$ cat config.mk
export PLATFORM = sky130hd
export DESIGN_NAME = hb_mode_ctrl
export DESIGN_NICKNAME = d
export VERILOG_FILES = /design/src/rtl/hb_pkg.sv /design/src/rtl/hb_debounce.sv /design/src/rtl/hb_mode_ctrl.sv
export SDC_FILE = /design/constraint.sdc
export NUM_CORES = 1
export LEC_CHECK = 0
export CAP_MARGIN = 20
export CORE_MARGIN = 4
export CORE_UTILIZATION = 45
export CTS_BUF_LIST = sky130_fd_sc_hd__clkbuf_4 sky130_fd_sc_hd__clkbuf_8
export DETAILED_ROUTE_END_ITERATION = 8
export PLACE_DENSITY_LB_ADDON = 0.05
export SETUP_SLACK_MARGIN = 0.4
export SYNTH_ARGS = -nofsm -noshare
export SYNTH_HDL_FRONTEND = slang
export SYNTH_SLANG_ARGS = --single-unit
$ cat constraint.sdc
create_clock -name clk_i -period 5 [get_ports clk_i]
set_input_delay 1 -clock clk_i [delete_from_list [all_inputs] [get_ports clk_i]]
set_output_delay 1 -clock clk_i [all_outputs]
set_load 0.1 [all_outputs]
$ cat src/rtl/hb_pkg.sv
// Shared mode codes, controller state type and switch-to-mode decode
// for the heartbeat LED mode controller.
package hb_pkg;

    localparam logic [3:0] MODE_1   = 4'd1;
    localparam logic [3:0] MODE_2   = 4'd2;
    localparam logic [3:0] MODE_3   = 4'd3;
    localparam logic [3:0] MODE_4   = 4'd4;
    localparam logic [3:0] MODE_OFF = 4'hF;

    typedef enum logic [1:0] {
        RUN      = 2'd0,
        FADE_OUT = 2'd1,
        SWAP     = 2'd2,
        FADE_IN  = 2'd3
    } state_t;

    // Exactly one switch set selects a mode; anything else is off/fault.
    function automatic logic [3:0] decode_mode(input logic [3:0] sw);
        logic [3:0] mode;
        case (sw)
            4'b0001: mode = MODE_1;
            4'b0010: mode = MODE_2;
            4'b0100: mode = MODE_3;
            4'b1000: mode = MODE_4;
            default: mode = MODE_OFF;
        endcase
        return mode;
    endfunction

endpackage

$ cat src/rtl/hb_debounce.sv
// Two-flop synchroniser plus consecutive-sample debouncer for the DIP bank.
// sw_stable only follows a value that has held for DEB_CYCLES samples.
module hb_debounce #(
    parameter int unsigned DEB_CYCLES = 500000
) (
    input  logic       clk_i,
    input  logic       rst_i,
    input  logic [3:0] sw_i,
    output logic [3:0] sw_stable
);

    localparam int unsigned CNT_W = (DEB_CYCLES > 1) ? $clog2(DEB_CYCLES) : 1;
    localparam logic [CNT_W-1:0] CNT_LAST = CNT_W'(DEB_CYCLES - 1);

    logic [3:0]       sw_meta;
    logic [3:0]       sw_s;
    logic [3:0]       sw_cand;
    logic [CNT_W-1:0] cnt;

    always_ff @(posedge clk_i) begin
        if (rst_i) begin
            sw_meta   <= '0;
            sw_s      <= '0;
            sw_cand   <= '0;
            cnt       <= '0;
            sw_stable <= '0;
        end else begin
            sw_meta <= sw_i;
            sw_s    <= sw_meta;
            if (sw_s != sw_cand) begin
                sw_cand <= sw_s;
                cnt     <= '0;
            end else begin
                // Counter saturates at the accept point; sw_stable keeps refreshing.
                if (cnt != CNT_LAST) begin
                    cnt <= cnt + 1'b1;
                end else begin
                    sw_stable <= sw_cand;
                end
            end
        end
    end

endmodule

$ cat src/rtl/hb_mode_ctrl.sv
// Heartbeat LED mode controller: debounced DIP decode, then every mode change
// is sequenced fade-out -> swap (at level 0) -> fade-in.
module hb_mode_ctrl
    import hb_pkg::*;
#(
    parameter int unsigned DEB_CYCLES = 500000,
    parameter int unsigned RAMP_DIV   = 50000,
    parameter int unsigned LVL_W      = 8
) (
    input  logic             clk_i,
    input  logic             rst_i,
    input  logic [3:0]       sw_i,
    output logic [3:0]       mode_o,
    output logic [LVL_W-1:0] level_o,
    output logic             mode_strobe_o,
    output logic             busy_o,
    output logic             fault_o
);

    localparam int unsigned PRE_W = (RAMP_DIV > 1) ? $clog2(RAMP_DIV) : 1;
    localparam logic [PRE_W-1:0] PRE_LAST = PRE_W'(RAMP_DIV - 1);
    localparam logic [LVL_W-1:0] LVL_MAX  = '1;

    logic [3:0]       sw_stable;
    logic [3:0]       target;
    logic             tick;
    state_t           state_q;
    state_t           state_d;
    logic [PRE_W-1:0] presc_q;
    logic [PRE_W-1:0] presc_d;
    logic [LVL_W-1:0] level_d;
    logic [3:0]       mode_d;
    logic             strobe_d;

    hb_debounce #(
        .DEB_CYCLES(DEB_CYCLES)
    ) u_debounce (
        .clk_i    (clk_i),
        .rst_i    (rst_i),
        .sw_i     (sw_i),
        .sw_stable(sw_stable)
    );

    assign target = decode_mode(sw_stable);
    assign tick   = (presc_q == PRE_LAST);
    assign busy_o = (state_q != RUN);

    always_ff @(posedge clk_i) begin
        if (rst_i) begin
            state_q <= RUN;
        end else begin
            state_q <= state_d;
        end
    end

    always_comb begin
        state_d = state_q;
        case (state_q)
            RUN: begin
                if (target != mode_o) state_d = FADE_OUT;
            end
            FADE_OUT: begin
                // A reverted switch resumes fading in without touching the mode.
                if (target == mode_o && mode_o != MODE_OFF) state_d = FADE_IN;
                else if (level_o == '0)                      state_d = SWAP;
            end
            SWAP: begin
                state_d = (target != MODE_OFF) ? FADE_IN : RUN;
            end
            FADE_IN: begin
                if (target != mode_o)        state_d = FADE_OUT;
                else if (level_o == LVL_MAX) state_d = RUN;
            end
            default: state_d = RUN;
        endcase
    end

    always_comb begin
        level_d  = level_o;
        mode_d   = mode_o;
        strobe_d = 1'b0;
        case (state_q)
            FADE_OUT: if (tick && level_o != '0)     level_d = level_o - 1'b1;
            FADE_IN:  if (tick && level_o != LVL_MAX) level_d = level_o + 1'b1;
            SWAP: begin
                mode_d   = target;
                strobe_d = 1'b1;
            end
            default: ;
        endcase
        // Every state change restarts the ramp period from zero.
        if (state_d != state_q || tick) presc_d = '0;
        else                            presc_d = presc_q + 1'b1;
    end

    always_ff @(posedge clk_i) begin
        if (rst_i) begin
            presc_q       <= '0;
            level_o       <= '0;
            mode_o        <= MODE_OFF;
            mode_strobe_o <= 1'b0;
            fault_o       <= 1'b1;
        end else begin
            presc_q       <= presc_d;
            level_o       <= level_d;
            mode_o        <= mode_d;
            mode_strobe_o <= strobe_d;
            fault_o       <= (mode_d == MODE_OFF);
        end
    end

endmodule
==> summary.txt <==
CTS tree: done
RSZ-0062 raised after global routing: no
max cap viols: 0
fillcell total: 735
Post-CTS Hold Buffers: 0
Rel. slew slack: 31.1%
HP Class: reg -> reg
clock-pin slew of the registers on the worst-case setup and hold paths: 0.07 ns
Leakage Power: 1.44 nW
FMAX: 0.312 GHz
setup repair bufs after CTS: 0
initial antenna violation count: 0
nets@finish: 417
DRT antenna net count: 0
Layout Skew: 0.0116 ns
I/O pins: 21
Die Y: 96.5 µm
Worst Path Required: 4.00 ns
DR vias/cell: 5.23
Port Buffers: 20
Final setup viols: 0
Core ar.: 0.00769 mm²
commonest non-fill, non-tap cell in the layout: dfxtp_1
Reg area: 0.00134 mm²
Mapped Cells: 388
number of global-route vias before repair: 2494
endpoint type of the worst setup path: primary output
Final min period: 3.21 ns
Vias: 2661
layout cells sized above 1: 11.3%
final count of pins violating max slew: 0
most frequent cells in the layout: 67 x dfxtp_1, 51 x nor2_1, 34 x nand2_1
largest net degree at the start of global routing: 33
Post-Syn Nets: 403
Overall Global Routing Usage: 15.4%
crit start category: flip-flop
Netlist Area Pre-Place: 0.00353 mm²
area occupied by multi-input gates: 0.00204 mm²
DRC violations left: 0
final cycle utilization of the critical path: 64.1%
Routability Congestion: 0.820
count of unique library cells instantiated by Yosys: 55
status: completed
final core area utilization: 51.9%
Worst VDD drop: 133 µV
CTS max path bufs: 2
Worst Max-Slew Pin Slew: 1.03 ns
leading area contributor after synthesis: dfxtp_1
PwrDens: 280 mW/mm²
syn_area_per_cell: 9.09 µm²
final wirelength: 6630 µm
Initial Utilization: 45.9%
first-pass GRT wire length: 11300 µm
die width: 96.5 µm
CP max FO: 11
DR iter-0 viols: 75
Crit Path Category: reg -> out
HPWL after detailed placement: 4590 µm
setup_tns: 0 ns
Skew-Pair Late Insertion Delay: 0.34 ns
worst hold margin: 0.437 ns
HP Start: u_debounce.sw_meta[3]
Ys Warns: 0
H-tree levels: 3
Worst R2R Start: u_debounce.sw_stable[3]
post-synthesis sequential area ratio: 38.0%
Pre-Repair DR Iteration Count: 4
top cells by area, synth: dfxtp_1 38%, xnor2_1 6.5%, nor2_1 5.4%
Yosys reg bits: 67
clk root buf: clkbuf_8
Layout area overhead: 13.1%
critical path startpoint: state_q[1]
Worst R2R Setup Slack: 2.33 ns
Ant. Diodes: 0
Final Hold Fails: 0
Site Rows: 32
Inserted Clock Buffers: 9
Wirelength per Cell: 13.0 µm
Sink Count: 67
post_cts resized: 0
DIE AREA: 0.00932 mm²
total gr overflow: 0
Worst EP arrival: 2.21 ns
top cell type's share of synthesized area: 38.0%
layout make-up:
cell class / instances / share of cell area [%]
clock buffers: 9 / 3.11
clock inverters: 7 / 2.92
inverters: 8 / 0.753
multi-input cells: 295 / 51.2
flip-flops and latches: 67 / 33.6
well taps: 102 / 3.20
repair buffers: 21 / 5.21
worst max-delay path, stage by stage, from the launching register on:
cell and delay, ns:
dfxtp_1 0.55, nor2_1 0.11, inv_1 0.09, clkdlybuf4s50_1 1.13
power breakdown:
group	switching, W	internal [W]	total (W)
sequential	0.00000497	0.000541	0.000546
combinational	0.0000168	0.0000133	0.0000301
clock	0.000209	0.000330	0.000539
total	0.000231	0.000884	0.00112
state kept, by name, summed over array words and instances (netlist names), 2 cells and up:
signal and flops:
u_debounce.sw_cand 4, level_o 8, u_debounce.sw_s 4, u_debounce.cnt 19, u_debounce.sw_meta 4, mode_o 4, presc_q 16, state_q 2
u_debounce.sw_stable 4
cells in the mapped netlist, drive strengths merged:
master / number
nand2b: 6
nor2: 51
a21oi: 23
mux2i: 11
a21o: 3
nor4: 5
nand4: 11
buf: 10
clkbuf: 8
xor2: 18
o31ai: 5
o311a: 1
fa: 1
or3: 4
xnor2: 26
nor4b: 5
and2: 2
and4: 4
ha: 8
inv: 8
o41ai: 1
nor3: 3
nand2: 34
dfxtp: 67
a31oi: 4
or4b: 1
o211ai: 1
maj3: 1
a2111oi: 1
and3: 12
o31a: 1
nor2b: 15
nand3: 11
mux2: 1
a211oi: 8
o21ai: 13
o211a: 1
o22ai: 2
nor4bb: 1
cell families after synthesis:
family	count (synthesis)	synth area share [%]
AOI/OAI and AO/OA	64	14.2
xor gates and xnor gates	44	10.9
adders and majority gates	10	3.69
buffers and inverters	26	4.11
DFF	67	38.0
muxes	12	3.44
and+or+nand+nor	165	25.6
layer usage:
metal  vias up  GRT usage [%]  part of all wire, %
met1      1249           19.3                   49
met4         0           4.56                  1.1
li1       1374              -                    -
met3         6           4.49                  3.4
met5         -              0                    0
met2        32           25.6                   47
worst paths after layout:
| kind | endpoint | cells after the start |
|---|---|---|
| max | busy_o | 3 |
| min | u_debounce.sw_s[3] | 1 |
| max reg2reg | presc_q[0] | 6 |
| min reg2reg | u_debounce.sw_s[3] | 1 |
stage by stage:
| stage | setup slack, ns | cell area [µm²] | total power (W) | cells |
|---|---|---|---|---|
| after global routing | 1.70 | 3990 | 0.00116 | 509 |
| after floorplan | 2.30 | 3530 | 0.000579 | 388 |
| after global placement | 2.15 | 3750 | 0.000588 | 493 |
| final | 1.79 | 3990 | 0.00112 | 509 |
| after CTS | 1.78 | 3990 | 0.00113 | 509 |
| after detailed placement | 2.11 | 3750 | 0.000589 | 493 |
No activity file was read; power rests on OpenSTA's default activity.
==> edit, RTL diff (same settings) <==
Make the reset (`rst_i`) asynchronous in 3 clocked blocks.
--- a/src/rtl/hb_debounce.sv
+++ b/src/rtl/hb_debounce.sv
@@ -19,3 +19,3 @@
 
-    always_ff @(posedge clk_i) begin
+    always_ff @(posedge clk_i or posedge rst_i) begin
         if (rst_i) begin
--- a/src/rtl/hb_mode_ctrl.sv
+++ b/src/rtl/hb_mode_ctrl.sv
@@ -47,3 +47,3 @@
 
-    always_ff @(posedge clk_i) begin
+    always_ff @(posedge clk_i or posedge rst_i) begin
         if (rst_i) begin
@@ -95,3 +95,3 @@
 
-    always_ff @(posedge clk_i) begin
+    always_ff @(posedge clk_i or posedge rst_i) begin
         if (rst_i) begin
Check against the original RTL: no difference found for any inputs over 10 cycles, from zero or initial values and one cycle with rst_i high; that may be too few to reach the edited logic, so the function may still have changed.
==> edit against the unedited design <==
- synthesized cell count shrank 11%
- wire length is 2.9% higher
- cell area up 2.5%
- sequential power is 0.7% higher
- global-route usage is essentially flat
- total power down 8.0%
- sequential cell count did not move
- non-clock buffer count rose by 2
- maximum frequency down 0.57%
- core utilization rose by 0.74 points
- worst setup slack got worse by 0.019 ns
- synthesized area grew 2.7%
- count of clock-buffer cells in the layout rose by 2
- clock power down 16%
- critical endpoint unchanged
- largest cell class unchanged
- highest routed layer unchanged
==> edit: results (changes against the unedited design) <==
stage,metric,value,unit,change
pwr,total_leakage_power,1.72,nW,was 1.44 nW
placement,dp.final_hpwl,4590,um,about the same
cts,cts-buffers-inserted,9,,unchanged
setup_path,worstReg2RegEnd,presc_q[2],,was presc_q[0]
sta,timing.max_slew.rel_slack,0.347,,was 0.311
min_path,startpoint_of_the_lowest_slack_hold_path,u_debounce.sw_meta[3],,unchanged
yosys,yosysUniqueCellTypes,66,,was 55
cts,clock_insertion_delay_worst_skew,0.34,ns,about the same
setup_path,largest_stage_delay_worst_path,1.12,ns,
cts,post-cts-setup-buffer-count,0,,unchanged
min_path,worst_hold_path.num_cells,0,,was 1
placement,gp_routability_congestion,0.794,,was 0.820
yosys,number_of_warnings_reported_in_the_yosys_synthesis_log,0,,unchanged
cts,h-tree-depth,3,,unchanged
pwr,irDropWorstVdd,0.207,mV,was 0.133 mV
cts,clk_pin_slew_worst_paths,0.07,ns,about the same
yosys,synth_async_sr_flop_share,1.00,,was 0
setup_path,cp_max_fo,10,,was 11
run_status,outcome,completed,,unchanged
final_layout,largest_registers,"u_debounce.cnt x19, presc_q x16, level_o x8",,unchanged
final_layout,nets,380,,was 417
yosys,synth.top_cells.by_count,"sky130_fd_sc_hd__dfrtp_1 (62), sky130_fd_sc_hd__nor2_1 (34), sky130_fd_sc_hd__nand2_1 (29)",,"was sky130_fd_sc_hd__dfxtp_1 (67), sky130_fd_sc_hd__nor2_1 (51), sky130_fd_sc_hd__nand2_1 (34)"
final_layout,post_route_cells_drive_above_1_share,0.143,,was 0.113
yosys,synth_area_leaders,"sky130_fd_sc_hd__dfrtp_1 (43%), sky130_fd_sc_hd__xnor2_1 (5.6%), sky130_fd_sc_hd__xor2_1 (4.8%)",,"was sky130_fd_sc_hd__dfxtp_1 (38%), sky130_fd_sc_hd__xnor2_1 (6.5%), sky130_fd_sc_hd__nor2_1 (5.4%)"
route,vias_per_cell,5.46,,was 5.23
grt,maximum_number_of_pins_on_one_net_before_global_route_repair,48,,was 33
yosys,synth_nets,362,,was 403
route,route.final.wire_length,6830,um,was 6630 um
min_path,worst_hold_path_type,register to register,,unchanged
setup_path,timing.rr.start,u_debounce.sw_stable[0],,was u_debounce.sw_stable[3]
yosys,synth_most_common_cell,sky130_fd_sc_hd__dfrtp_1,,was sky130_fd_sc_hd__dfxtp_1
grt,grt_pass1_wl,11900,um,was 11300 um
sta,hold_slack,0.341,ns,was 0.437 ns
placement,io_buffers,20,,unchanged
min_path,timing.hold.worst_endpoint,u_debounce.sw_s[3],,unchanged
setup_path,rrSetupSlack,2.35,ns,was 2.33 ns
route,drt-initial-drc-count,48,,was 75
setup_path,timing.critical_path.arrival,2.23,ns,was 2.21 ns
grt,number_of_antenna_violations_at_the_first_check_in_global_routing,0,,unchanged
yosys,yosysSeqAreaShare,0.464,,was 0.380
grt,globalRouteTotalUtil,0.154,,about the same
cts,cts.repair.resized,0,,unchanged
sta,timing.clock.skew,0.00882,ns,was 0.0116 ns
cts,clk_root_buffer_cell,sky130_fd_sc_hd__clkbuf_8,,unchanged
setup_path,reg2regPathDepth,6,,unchanged
edit: power by group:
group          total [mW]  internal [mW]  switching, mW
sequential          0.550          0.547        0.00298
clock               0.453          0.247          0.206
combinational      0.0233        0.00837         0.0149
total                1.03          0.803          0.224
edit: logic make-up (layout without fill, tap and decap cells):
family	Yosys count	count (layout)	synth area share
simple gates	148	148	0.239
flops	67	67	0.464
compound gates	46	46	0.0981
xor+xnor	43	43	0.104
buf+inv	26	49	0.0373
fa+ha+maj	10	10	0.0363
mux	7	7	0.0207
edit: worst max path at each step:
stage / startpoint / to / depth (start not counted)
final: state_q[1] / busy_o / 2
after global routing: state_q[1] / busy_o / 2
after CTS: state_q[1] / busy_o / 2
after detailed placement: state_q[1] / busy_o / 2
after global placement: state_q[1] / busy_o / 2
after floorplan: rst_i / level_o[0] / 1
edit: final cells by class:
cell class                      instances  area (um2)
Fill cell                             736        3680
Clock inverter                          5        52.6
Multi-Input combinational cell        254        1810
Sequential cell                        67        1680
Tap cell                              102         128
Clock buffer                           11         145
Inverter                               10        37.5
Timing Repair Buffer                   23         235
edit: per-layer routing:
metal,up-vias,routed length [um],global-route usage
met3,6,182,0.0471
met2,24,3310,0.247
li1,1269,-,-
met4,0,69,0.0532
met1,1278,3270,0.199
met5,-,0,0
edit: through the flow:
step | util | cell area (um2) | setup slack (ns) | std cells | power, mW
detailed placement | 0.498 | 3870 | 2.13 | 455 | 0.584
global placement | 0.498 | 3870 | 2.15 | 455 | 0.583
global route | 0.526 | 4090 | 1.66 | 472 | 1.08
finish | 0.526 | 4090 | 1.77 | 472 | 1.03
CTS | 0.524 | 4070 | 1.75 | 471 | 1.05
floorplan | - | 3620 | 2.33 | 347 | 0.575
